<file path="config.mk">
export PLATFORM = sky130hd
export DESIGN_NAME = sdp_ram_arbiter_flat
export DESIGN_NICKNAME = d
export VERILOG_FILES = /design/src/rtl/sdp_ram_arbiter_pkg.sv /design/src/rtl/sdp_ram_arbiter_if.sv /design/src/rtl/sdp_ram_arbiter_rr_arbiter.sv /design/src/rtl/sdp_ram_arbiter.sv /design/src/flat_wrapper.sv
export SDC_FILE = /design/constraint.sdc
export NUM_CORES = 1
export LEC_CHECK = 0
export CORE_AREA = 4 4 157 159
export DETAILED_ROUTE_END_ITERATION = 8
export DIE_AREA = 0 0 161 163
export SETUP_SLACK_MARGIN = 0.02
export SLEW_MARGIN = 25
export SYNTH_ARGS = -nofsm -noshare
export SYNTH_HDL_FRONTEND = slang
export SYNTH_SLANG_ARGS = --single-unit
export TNS_END_PERCENT = 5
</file>
<file path="constraint.sdc">
create_clock -name clk_i -period 10.45 [get_ports clk_i]
set_clock_uncertainty 0.1 [all_clocks]
set_input_delay 1.5675 -clock clk_i [delete_from_list [all_inputs] [get_ports clk_i]]
set_output_delay 1.5675 -clock clk_i [all_outputs]
set_load 0.02 [all_outputs]
</file>
<file path="src/rtl/sdp_ram_arbiter_pkg.sv">
`default_nettype none
// +----------------------------------------------------------------------------+
// | Module      : sdp_ram_arb_pkg                                              |
// | Description : Shared constants, read-tag type and round-robin helpers.     |
// | Revision    : 1.0 - initial release                                        |
// +----------------------------------------------------------------------------+
package sdp_ram_arb_pkg;

    localparam int MAX_NUM_REQ    = 16;
    localparam int PERF_CNT_WIDTH = 32;
    localparam int IDX_WIDTH      = $clog2(MAX_NUM_REQ);

    typedef struct packed {
        logic                 vld;
        logic [IDX_WIDTH-1:0] id;
    } rd_tag_t;

    function automatic logic [IDX_WIDTH-1:0] onehot_to_idx(input logic [MAX_NUM_REQ-1:0] oh);
        logic [IDX_WIDTH-1:0] idx;
        idx = '0;
        for (int i = 0; i < MAX_NUM_REQ; i++) begin
            if (oh[i]) idx = IDX_WIDTH'(i);
        end
        return idx;
    endfunction

    // Pointer moves just past the granted requester; unchanged without a grant.
    function automatic logic [IDX_WIDTH-1:0] rr_next(input logic [IDX_WIDTH-1:0] ptr,
                                                     input logic [MAX_NUM_REQ-1:0] gnt,
                                                     input int n);
        logic [IDX_WIDTH-1:0] k;
        if (gnt == '0) return ptr;
        k = onehot_to_idx(gnt);
        return (int'(k) >= n - 1) ? '0 : k + 1'b1;
    endfunction

endpackage
`default_nettype wire

</file>
<file path="src/rtl/sdp_ram_arbiter_if.sv">
`default_nettype none
// +----------------------------------------------------------------------------+
// | Module      : sdp_ram_arbiter_if                                           |
// | Description : Requester-side write/read request bus of the RAM arbiter.    |
// | Revision    : 1.0 - initial release                                        |
// +----------------------------------------------------------------------------+
interface sdp_ram_arbiter_if #(
    parameter int NUM_REQ    = 4,
    parameter int DATA_WIDTH = 32,
    parameter int ADDR_WIDTH = 8
);
    logic [NUM_REQ-1:0]              wr_req_i;
    logic [NUM_REQ*ADDR_WIDTH-1:0]   wr_addr_i;
    logic [NUM_REQ*DATA_WIDTH-1:0]   wr_data_i;
    logic [NUM_REQ*DATA_WIDTH/8-1:0] wr_byte_valid_i;
    logic [NUM_REQ-1:0]              wr_gnt_o;
    logic [NUM_REQ-1:0]              rd_req_i;
    logic [NUM_REQ*ADDR_WIDTH-1:0]   rd_addr_i;
    logic [NUM_REQ-1:0]              rd_gnt_o;
    logic [NUM_REQ-1:0]              rd_valid_o;
    logic [DATA_WIDTH-1:0]           rd_data_o;

    modport slave (
        input  wr_req_i, wr_addr_i, wr_data_i, wr_byte_valid_i, rd_req_i, rd_addr_i,
        output wr_gnt_o, rd_gnt_o, rd_valid_o, rd_data_o
    );

    modport master (
        output wr_req_i, wr_addr_i, wr_data_i, wr_byte_valid_i, rd_req_i, rd_addr_i,
        input  wr_gnt_o, rd_gnt_o, rd_valid_o, rd_data_o
    );
endinterface
`default_nettype wire

</file>
<file path="src/rtl/sdp_ram_arbiter_rr_arbiter.sv">
`default_nettype none
// +----------------------------------------------------------------------------+
// | Module      : rr_arbiter                                                   |
// | Description : N-way round-robin arbiter, combinational one-hot grant.      |
// | Revision    : 1.0 - initial release                                        |
// +----------------------------------------------------------------------------+
module rr_arbiter
    import sdp_ram_arb_pkg::*;
#(
    parameter int N = 4
) (
    input  wire logic         clk_i,
    input  wire logic         rst_i,
    input  wire logic [N-1:0] req,
    output logic      [N-1:0] gnt
);

    logic [IDX_WIDTH-1:0]   r_ptr;
    logic [MAX_NUM_REQ-1:0] w_req_ext;
    logic [MAX_NUM_REQ-1:0] w_gnt_ext;
    logic [IDX_WIDTH:0]     w_pos;
    logic                   w_hit;

    assign w_req_ext = MAX_NUM_REQ'(req);

    // Search N positions starting at the pointer, wrapping at N.
    always_comb begin
        w_gnt_ext = '0;
        w_hit     = 1'b0;
        w_pos     = '0;
        for (int k = 0; k < N; k++) begin
            w_pos = {1'b0, r_ptr} + (IDX_WIDTH+1)'(k);
            if (w_pos >= (IDX_WIDTH+1)'(N)) w_pos = w_pos - (IDX_WIDTH+1)'(N);
            if (!w_hit && w_req_ext[w_pos[IDX_WIDTH-1:0]]) begin
                w_gnt_ext[w_pos[IDX_WIDTH-1:0]] = 1'b1;
                w_hit                           = 1'b1;
            end
        end
    end

    assign gnt = w_gnt_ext[N-1:0];

    always_ff @(posedge clk_i or posedge rst_i) begin
        if (rst_i) r_ptr <= '0;
        else       r_ptr <= rr_next(r_ptr, w_gnt_ext, N);
    end

endmodule
`default_nettype wire

</file>
<file path="src/rtl/sdp_ram_arbiter.sv">
`default_nettype none
// +----------------------------------------------------------------------------+
// | Module      : sdp_ram_arbiter                                              |
// | Description : Round-robin sharing of one simple dual-port RAM; optional    |
// |               stall counters enabled by SDP_RAM_ARB_PERF_CNT_EN.           |
// | Revision    : 1.0 - initial release                                        |
// +----------------------------------------------------------------------------+
module sdp_ram_arbiter
    import sdp_ram_arb_pkg::*;
#(
    parameter int NUM_REQ    = 4,
    parameter int DATA_WIDTH = 32,
    parameter int ADDR_WIDTH = 8,
    parameter int RD_LATENCY = 1
) (
    input  wire logic                      clk_i,
    input  wire logic                      rst_i,
    sdp_ram_arbiter_if.slave               bus,
    output logic                           ram_wr_en_o,
    output logic [DATA_WIDTH-1:0]          ram_wr_data_o,
    output logic [DATA_WIDTH/8-1:0]        ram_wr_byte_valid_o,
    output logic [ADDR_WIDTH-1:0]          ram_wr_addr_o,
    output logic                           ram_rd_en_o,
    output logic [ADDR_WIDTH-1:0]          ram_rd_addr_o,
    input  wire logic [DATA_WIDTH-1:0]     ram_rd_data_i,
    output logic [PERF_CNT_WIDTH-1:0]      perf_wr_stall_o,
    output logic [PERF_CNT_WIDTH-1:0]      perf_rd_stall_o
);

    localparam int BE_WIDTH = DATA_WIDTH / 8;
    localparam int DEPTH    = 1 + RD_LATENCY;

    if (RD_LATENCY != 1 && RD_LATENCY != 2) begin : g_bad_latency
        $fatal(1, "sdp_ram_arbiter: RD_LATENCY must be 1 or 2");
    end
    if (NUM_REQ < 2 || NUM_REQ > MAX_NUM_REQ || (DATA_WIDTH % 8) != 0) begin : g_bad_geometry
        $fatal(1, "sdp_ram_arbiter: illegal NUM_REQ or DATA_WIDTH");
    end

    logic [NUM_REQ-1:0]    w_wr_gnt;
    logic [NUM_REQ-1:0]    w_rd_gnt;
    logic [ADDR_WIDTH-1:0] w_wr_addr;
    logic [DATA_WIDTH-1:0] w_wr_data;
    logic [BE_WIDTH-1:0]   w_wr_be;
    logic [ADDR_WIDTH-1:0] w_rd_addr;
    rd_tag_t               w_new_tag;
    logic [NUM_REQ-1:0]    w_rd_valid;
    rd_tag_t [DEPTH-1:0]   r_tag;

    rr_arbiter #(.N(NUM_REQ)) u_wr_arb (.clk_i(clk_i), .rst_i(rst_i), .req(bus.wr_req_i), .gnt(w_wr_gnt));
    rr_arbiter #(.N(NUM_REQ)) u_rd_arb (.clk_i(clk_i), .rst_i(rst_i), .req(bus.rd_req_i), .gnt(w_rd_gnt));

    assign bus.wr_gnt_o  = w_wr_gnt;
    assign bus.rd_gnt_o  = w_rd_gnt;
    assign bus.rd_data_o = ram_rd_data_i;

    always_comb begin
        w_wr_addr = '0;
        w_wr_data = '0;
        w_wr_be   = '0;
        w_rd_addr = '0;
        for (int i = 0; i < NUM_REQ; i++) begin
            if (w_wr_gnt[i]) begin
                w_wr_addr = bus.wr_addr_i[i*ADDR_WIDTH +: ADDR_WIDTH];
                w_wr_data = bus.wr_data_i[i*DATA_WIDTH +: DATA_WIDTH];
                w_wr_be   = bus.wr_byte_valid_i[i*BE_WIDTH +: BE_WIDTH];
            end
            if (w_rd_gnt[i]) w_rd_addr = bus.rd_addr_i[i*ADDR_WIDTH +: ADDR_WIDTH];
        end
        w_new_tag.vld = |w_rd_gnt;
        w_new_tag.id  = onehot_to_idx(MAX_NUM_REQ'(w_rd_gnt));
    end

    always_ff @(posedge clk_i or posedge rst_i) begin
        if (rst_i) begin
            ram_wr_en_o         <= 1'b0;
            ram_wr_data_o       <= '0;
            ram_wr_byte_valid_o <= '0;
            ram_wr_addr_o       <= '0;
            ram_rd_en_o         <= 1'b0;
            ram_rd_addr_o       <= '0;
            r_tag               <= '0;
        end else begin
            ram_wr_en_o <= |w_wr_gnt;
            if (|w_wr_gnt) begin
                ram_wr_data_o       <= w_wr_data;
                ram_wr_byte_valid_o <= w_wr_be;
                ram_wr_addr_o       <= w_wr_addr;
            end
            // With an output register the enable must also cover the cycle
            // after sampling, so the pending stage-1 word is captured.
            ram_rd_en_o <= (|w_rd_gnt) | ((RD_LATENCY == 2) & r_tag[0].vld);
            if (|w_rd_gnt) ram_rd_addr_o <= w_rd_addr;
            r_tag <= {r_tag[DEPTH-2:0], w_new_tag};
        end
    end

    always_comb begin
        w_rd_valid = '0;
        for (int i = 0; i < NUM_REQ; i++) begin
            if (r_tag[DEPTH-1].vld && r_tag[DEPTH-1].id == IDX_WIDTH'(i)) w_rd_valid[i] = 1'b1;
        end
    end

    assign bus.rd_valid_o = w_rd_valid;

`ifdef SDP_RAM_ARB_PERF_CNT_EN
    logic [PERF_CNT_WIDTH-1:0] r_wr_stall;
    logic [PERF_CNT_WIDTH-1:0] r_rd_stall;

    always_ff @(posedge clk_i or posedge rst_i) begin
        if (rst_i) begin
            r_wr_stall <= '0;
            r_rd_stall <= '0;
        end else begin
            if ((|(bus.wr_req_i & ~w_wr_gnt)) && (r_wr_stall != '1)) r_wr_stall <= r_wr_stall + 1'b1;
            if ((|(bus.rd_req_i & ~w_rd_gnt)) && (r_rd_stall != '1)) r_rd_stall <= r_rd_stall + 1'b1;
        end
    end

    assign perf_wr_stall_o = r_wr_stall;
    assign perf_rd_stall_o = r_rd_stall;
`else
    assign perf_wr_stall_o = '0;
    assign perf_rd_stall_o = '0;
`endif

endmodule
`default_nettype wire

</file>
<file path="src/flat_wrapper.sv">
// flat-port wrapper written by rule: the top's interface ports become plain ports
module sdp_ram_arbiter_flat import sdp_ram_arb_pkg::*;
#(
    parameter int NUM_REQ    = 4,
    parameter int DATA_WIDTH = 32,
    parameter int ADDR_WIDTH = 8,
    parameter int RD_LATENCY = 1
)
  (clk_i, rst_i, ram_wr_en_o, ram_wr_data_o, ram_wr_byte_valid_o, ram_wr_addr_o, ram_rd_en_o, ram_rd_addr_o, ram_rd_data_i, perf_wr_stall_o, perf_rd_stall_o, bus_wr_req_i, bus_wr_addr_i, bus_wr_data_i, bus_wr_byte_valid_i, bus_rd_req_i, bus_rd_addr_i, bus_wr_gnt_o, bus_rd_gnt_o, bus_rd_valid_o, bus_rd_data_o);
  sdp_ram_arbiter_if #(.NUM_REQ(NUM_REQ), .DATA_WIDTH(DATA_WIDTH), .ADDR_WIDTH(ADDR_WIDTH)) bus_i ();
  input  wire logic clk_i;
  input  wire logic rst_i;
  output logic ram_wr_en_o;
  output logic [DATA_WIDTH-1:0] ram_wr_data_o;
  output logic [DATA_WIDTH/8-1:0] ram_wr_byte_valid_o;
  output logic [ADDR_WIDTH-1:0] ram_wr_addr_o;
  output logic ram_rd_en_o;
  output logic [ADDR_WIDTH-1:0] ram_rd_addr_o;
  input  wire logic [DATA_WIDTH-1:0] ram_rd_data_i;
  output logic [PERF_CNT_WIDTH-1:0] perf_wr_stall_o;
  output logic [PERF_CNT_WIDTH-1:0] perf_rd_stall_o;
  input wire logic [$bits(bus_i.wr_req_i)-1:0] bus_wr_req_i;
  input wire logic [$bits(bus_i.wr_addr_i)-1:0] bus_wr_addr_i;
  input wire logic [$bits(bus_i.wr_data_i)-1:0] bus_wr_data_i;
  input wire logic [$bits(bus_i.wr_byte_valid_i)-1:0] bus_wr_byte_valid_i;
  input wire logic [$bits(bus_i.rd_req_i)-1:0] bus_rd_req_i;
  input wire logic [$bits(bus_i.rd_addr_i)-1:0] bus_rd_addr_i;
  output wire logic [$bits(bus_i.wr_gnt_o)-1:0] bus_wr_gnt_o;
  output wire logic [$bits(bus_i.rd_gnt_o)-1:0] bus_rd_gnt_o;
  output wire logic [$bits(bus_i.rd_valid_o)-1:0] bus_rd_valid_o;
  output wire logic [$bits(bus_i.rd_data_o)-1:0] bus_rd_data_o;
  assign bus_i.wr_req_i = bus_wr_req_i;
  assign bus_i.wr_addr_i = bus_wr_addr_i;
  assign bus_i.wr_data_i = bus_wr_data_i;
  assign bus_i.wr_byte_valid_i = bus_wr_byte_valid_i;
  assign bus_i.rd_req_i = bus_rd_req_i;
  assign bus_i.rd_addr_i = bus_rd_addr_i;
  assign bus_wr_gnt_o = bus_i.wr_gnt_o;
  assign bus_rd_gnt_o = bus_i.rd_gnt_o;
  assign bus_rd_valid_o = bus_i.rd_valid_o;
  assign bus_rd_data_o = bus_i.rd_data_o;
  sdp_ram_arbiter #(.NUM_REQ(NUM_REQ), .DATA_WIDTH(DATA_WIDTH), .ADDR_WIDTH(ADDR_WIDTH), .RD_LATENCY(RD_LATENCY)) u_core (.clk_i(clk_i), .rst_i(rst_i), .bus(bus_i), .ram_wr_en_o(ram_wr_en_o), .ram_wr_data_o(ram_wr_data_o), .ram_wr_byte_valid_o(ram_wr_byte_valid_o), .ram_wr_addr_o(ram_wr_addr_o), .ram_rd_en_o(ram_rd_en_o), .ram_rd_addr_o(ram_rd_addr_o), .ram_rd_data_i(ram_rd_data_i), .perf_wr_stall_o(perf_wr_stall_o), .perf_rd_stall_o(perf_rd_stall_o));
endmodule
</file>
# == Word level (Yosys, flattened, before mapping) ==
# Cells that the tools add are included.
# totals
reg_bits,71
latch_bits,0
mem_bits_rw,0
romBits,0
output_inout_bits,162
mem_count,0
# classes
addsub,16
multipliers,0
n_div,0
order_cmp,26
n_eq_ne,5
n_shift,0
n_mux,112
n_bitwise,6
reduce_logical,29
# op_table
cell,count
$mux 4,46
$mux 16,8
$mux 32,4
$or 16x16->16,6
$mux 8,8
$lt 4x5->1 const B,8
$bmux 1 s4,8
$demux 1 s4,8
$ge 4x1->1 const B,8
$logic_not 16->1,2
$sub 4x3->4 const B,8
$ge 5x3->1 const B,6
$mux 1,30
$add 4x2->5 const B,4
$logic_and 1x1->1,18
$add 4x1->5 const B,2
$add 4x1->4 const B,2
$eq 4x2->1 const B,2
$ge 4x2->1 const B,2
$ge 4x3->1 const B,2
$reduce_or 4->1,2
$logic_not 1->1,6
$eq 4x1->1 const B,1
$logic_not 4->1,1
$ne 2x2->1 const B,2

# == Longest topological paths before layout ==
# logic_depth
depth_word,33
depth_mapped,19
ltp_nobuf,17

# == Cells and area by module ==
# From an unflattened synthesis, not the netlist that was laid out.
# unflattened
cells_unflattened,700
hier_area_um2,6263.5
# by_module_without_submodules
mod,n_inst,cells_each,area_per_inst_um2,seq_area_each_um2
sdp_ram_arbiter,1,506,4416.7,1476.4
rr_arbiter at u_core.u_rd_arb,1,105,1022.2,100.1
rr_arbiter at u_core.u_wr_arb,1,89,824.5,100.1

# == Worst setup path before layout ==
# OpenSTA, ideal clock, no wires.
# synth_path
kind,input -> output
from,in bus_wr_req_i[2]
to,out bus_wr_gnt_o[0]
arrival_time_ns,3.458
path_slack_ns,5.325
path_stages,7
n_path_buf,1
cell_sequence,mux4_2 o21a_1 mux2i_1 nor2_1 a221oi_1 clkbuf_1 inv_1
# synth_between
elab_chain_len,12
# synth_lines
element,line_no,source
"start, declared",flat_wrapper.sv:22,input wire logic [$bits(bus_i.wr_req_i)-1:0] bus_wr_req_i;
$bmux 1 s4,sdp_ram_arbiter_rr_arbiter.sv:34,if (!w_hit && w_req_ext[w_pos[IDX_WIDTH-1:0]]) begin
$mux 1 (not written as such),sdp_ram_arbiter_rr_arbiter.sv:34,
$mux 1,sdp_ram_arbiter_rr_arbiter.sv:34,
$logic_not 1->1,sdp_ram_arbiter_rr_arbiter.sv:34,
$logic_and 1x1->1,sdp_ram_arbiter_rr_arbiter.sv:34,
$mux 1,sdp_ram_arbiter_rr_arbiter.sv:34,
$logic_not 1->1,sdp_ram_arbiter_rr_arbiter.sv:34,
$logic_and 1x1->1,sdp_ram_arbiter_rr_arbiter.sv:34,
$mux 1,sdp_ram_arbiter_rr_arbiter.sv:34,
$logic_not 1->1,sdp_ram_arbiter_rr_arbiter.sv:34,
$logic_and 1x1->1,sdp_ram_arbiter_rr_arbiter.sv:34,
$mux 16 *,sdp_ram_arbiter_rr_arbiter.sv:34,
"end, declared",flat_wrapper.sv:28,output wire logic [$bits(bus_i.wr_gnt_o)-1:0] bus_wr_gnt_o;
# Every way passes the cells marked *; elsewhere a longest branch is shown, timed or not. The select of a mux whose other input is x is not followed.

# == Final worst setup path ==
# layout_path
from,in bus_wr_req_i[3]
to,out bus_wr_gnt_o[2]
# Same word-level chain as after synthesis.

==> impl_metrics.tcl <==
set metrics [dict create \
    slew_headroom 0.442 \
    cp_slowest_cell "clkdlybuf4s50_1" \
    grt_usage 0.164 \
    power_density_mw_per_mm2 334 \
    setup_viol_count_final 0 \
    fin_crit_ns 6.40 \
    drt_iter0_markers 313 \
    area_delta_synth_final_pct 49.8 \
    cts_tree "done" \
    place_congestion 0.863 \
    instances_no_fill 1230 \
    placed_cells 1213 \
    mostFrequentLayoutCell "clkdlybuf4s50_1" \
    hpwl_um 16700 \
    first_global_vias 5725 \
    ant_nets 0 \
    slew_viol_final 0 \
    hold_viol 0 \
    clock_latency_ns 0.34 \
    leakagePower_nw 3.52 \
    holdBufCountCts 0 \
    worstPathArrival_ns 4.73 \
    clk_pin_slew_ns 0.06 \
    grt_antenna_before_repair 1 \
    drive_above_1_share 0.0648 \
    comb_power_share 0.736 \
    required_ns 8.78 \
    die_height_um 163 \
    vdd_drop_max_uv 475 \
    seq_area_mm2 0.00168 \
    io_pins 412 \
    synth_seq_cells 67 \
    p_sw_mw 1.43 \
    timing.fmax_ghz 0.156 \
    post-route-period-util 0.613 \
    yosysUniqueCellTypes 71 \
    vias 5914 \
    port_buffers 283 \
    cts_buffer_depth 2 \
    wl_per_cell_um 18.5 \
    start_util 0.254 \
    dieArea_mm2 0.0262 \
    layout_common_cells "283 x clkdlybuf4s50_1, 67 x dfrtp_1, 64 x conb_1" \
    crit_path_max_incr_delay_ns 0.72 \
    syn_avg_cell_area_um2 8.61 \
    netlist_instances 687 \
    p_int_mw 1.53 \
    syn_area_mm2 0.00592 \
    async_flop_share 1.00 \
    ys.flop_type "dfrtp_1" \
    cts_root_buf "clkbuf_16" \
    die_x_um 161 \
    viasPerCell 4.81 \
    grt_pass1_wl_um 33900 \
    path_cells "clkdlybuf4s50_1 -> mux4_2 -> a21boi_0 -> o311ai_1 -> nor3_2 -> a21boi_4 -> inv_2 -> buf_4 -> clkdlybuf4s50_1" \
    synth.top_cell.area_share 0.283 \
    dr.pass1.iters 5 \
    cp-start-kind "primary input" \
    post_cts.repair.setup_buffers 0 \
    worst-path-max-fanout 46 \
    seq_power_share 0.151 \
    tns_ns 0 \
    hp-class "reg -> reg" \
    yosysSeqAreaShare 0.283 \
    layout.nets 1181 \
    cts.sinks 67 \
    clockPowerShare 0.114 \
    route.detailed.drc 0 \
    cap_violations 0 \
    grt_max_degree 68 \
    totalWireLength_um 22800 \
    swShare 0.482 \
    core_mm2 0.0233 \
    cpMostUsedCell "clkdlybuf4s50_1" \
    yosys_warnings 0 \
    outcome "complete, no violations" \
    yosys.area.top_type "dfrtp_1" \
    numCtsBuffers 9 \
    crit_type "in -> out" \
    gr-total-overflow 0 \
    worstSetupEndpointType "primary output" \
    post_cts_resized 0 \
    h-tree-depth 3 \
    rsz0062_at_grt "false" \
    fill_cells 2409 \
    synth_edf_count 0 \
    tightest_slew_ns 0.837 \
    multi_input_area_mm2 0.00346 \
    synth_area_leaders "dfrtp_1 28%, buf_4 12%, o2bb2ai_1 6.7%" \
    rows 56 \
]
metal layers:
metal / global-route usage / vias up / routed length, um
met1: 0.201 / 2800 / 9360
met5: 0 / - / 13
met2: 0.270 / 268 / 11000
met4: 0.0430 / 2 / 338
met3: 0.0635 / 27 / 2130
li1: - / 2817 / -
flip-flops by register name, indices dropped and copies added, names as in the netlist:
name / flops
u_core.ram_wr_data_o: 32
u_core.u_rd_arb.r_ptr: 4
u_core.r_tag: 5
u_core.ram_wr_en_o: 1
u_core.ram_rd_en_o: 1
u_core.ram_wr_byte_valid_o: 4
u_core.ram_wr_addr_o: 8
u_core.u_wr_arb.r_ptr: 4
u_core.ram_rd_addr_o: 8
layout make-up:
class                      count  share of cell area
multi-input combinational    511               0.391
timing repair buffer         292               0.328
clock buffer                  10              0.0270
sequential                    67               0.189
tap                          319              0.0450
inverter                      24              0.0104
antenna                        1            0.000282
clock inverter                 6              0.0100
worst paths after layout:
kind | startpoint | endpoint | slack (ns) | depth (start not counted)
max reg2reg | u_core.u_wr_arb.r_ptr[0] | u_core.ram_wr_data_o[25] | 5.77 | 13
min reg2reg | u_core.r_tag[1] | u_core.r_tag[6] | 0.26 | 0
min | u_core.r_tag[1] | u_core.r_tag[6] | 0.26 | 0
max | bus_wr_req_i[3] | bus_wr_gnt_o[2] | 4.05 | 9
max in group asynchronous | rst_i | u_core.ram_wr_byte_valid_o[1] | 8.18 | 3
min in group asynchronous | rst_i | u_core.ram_wr_data_o[3] | 1.60 | 3
power by group through the flow:
stage	Combinational [mW]	Clock (mW)	Sequential [mW]
2_1_floorplan	1.39	0	0.554
3_5_place_dp	2.20	0	0.451
5_1_grt	2.38	0.357	0.460
4_1_cts	2.21	0.349	0.447
6_report	2.18	0.336	0.446
3_3_place_gp	2.20	0	0.447
logic make-up (layout without fill, tap and decap cells):
kind of cell             after synthesis  count (layout)  synth area share
flip-flops                            67              67             0.283
AND/OR/NAND/NOR                      151             151             0.130
multiplexers                          15              15            0.0414
AO/OA/AOI/OAI                        246             246             0.298
adder cells (fa/ha/maj)               26              26            0.0550
other                                  1              65          0.000634
buffers and inverters                172             332             0.179
XOR/XNOR                               9               9            0.0133
metrics by stage:
stage | utilization | setup slack, ns | hold slack [ns] | power [mW] | instance area, um^2
after floorplan | - | 5.32 | 0.231 | 1.94 | 6150
after global placement | 0.367 | 4.05 | 0.233 | 2.64 | 8530
after detailed placement | 0.367 | 4.05 | 0.236 | 2.65 | 8530
after CTS | 0.381 | 4.04 | 0.259 | 3.00 | 8860
after global routing | 0.381 | 3.80 | 0.264 | 3.20 | 8860
final | 0.381 | 4.05 | 0.258 | 2.96 | 8870
cells in the mapped netlist (4+ instances only):
| cell | count |
|---|---|
| buf_1 | 8 |
| inv_1 | 19 |
| o221a_2 | 4 |
| a31oi_1 | 9 |
| xnor2_1 | 8 |
| inv_2 | 4 |
| mux2i_1 | 5 |
| a2bb2oi_1 | 44 |
| nand3_1 | 54 |
| o2bb2ai_1 | 45 |
| nand2_1 | 29 |
| nor4_1 | 4 |
| o221a_1 | 4 |
| nor2_1 | 29 |
| mux4_2 | 7 |
| dfrtp_1 | 67 |
| buf_6 | 5 |
| buf_4 | 96 |
| ha_1 | 26 |
| clkbuf_1 | 28 |
| o21ai_0 | 49 |
| a21oi_1 | 57 |
| a311oi_1 | 5 |
| buf_2 | 11 |
| nand2b_1 | 10 |
critical path: cells and delay by family:
| kind | cells | cell delay, ns |
|---|---|---|
| mux | 1 | 0.53 |
| simple gates | 1 | 0.47 |
| buf+inv | 4 | 1.71 |
| compound gates | 3 | 0.45 |
Note: power is estimated with default switching activity, not from simulation.
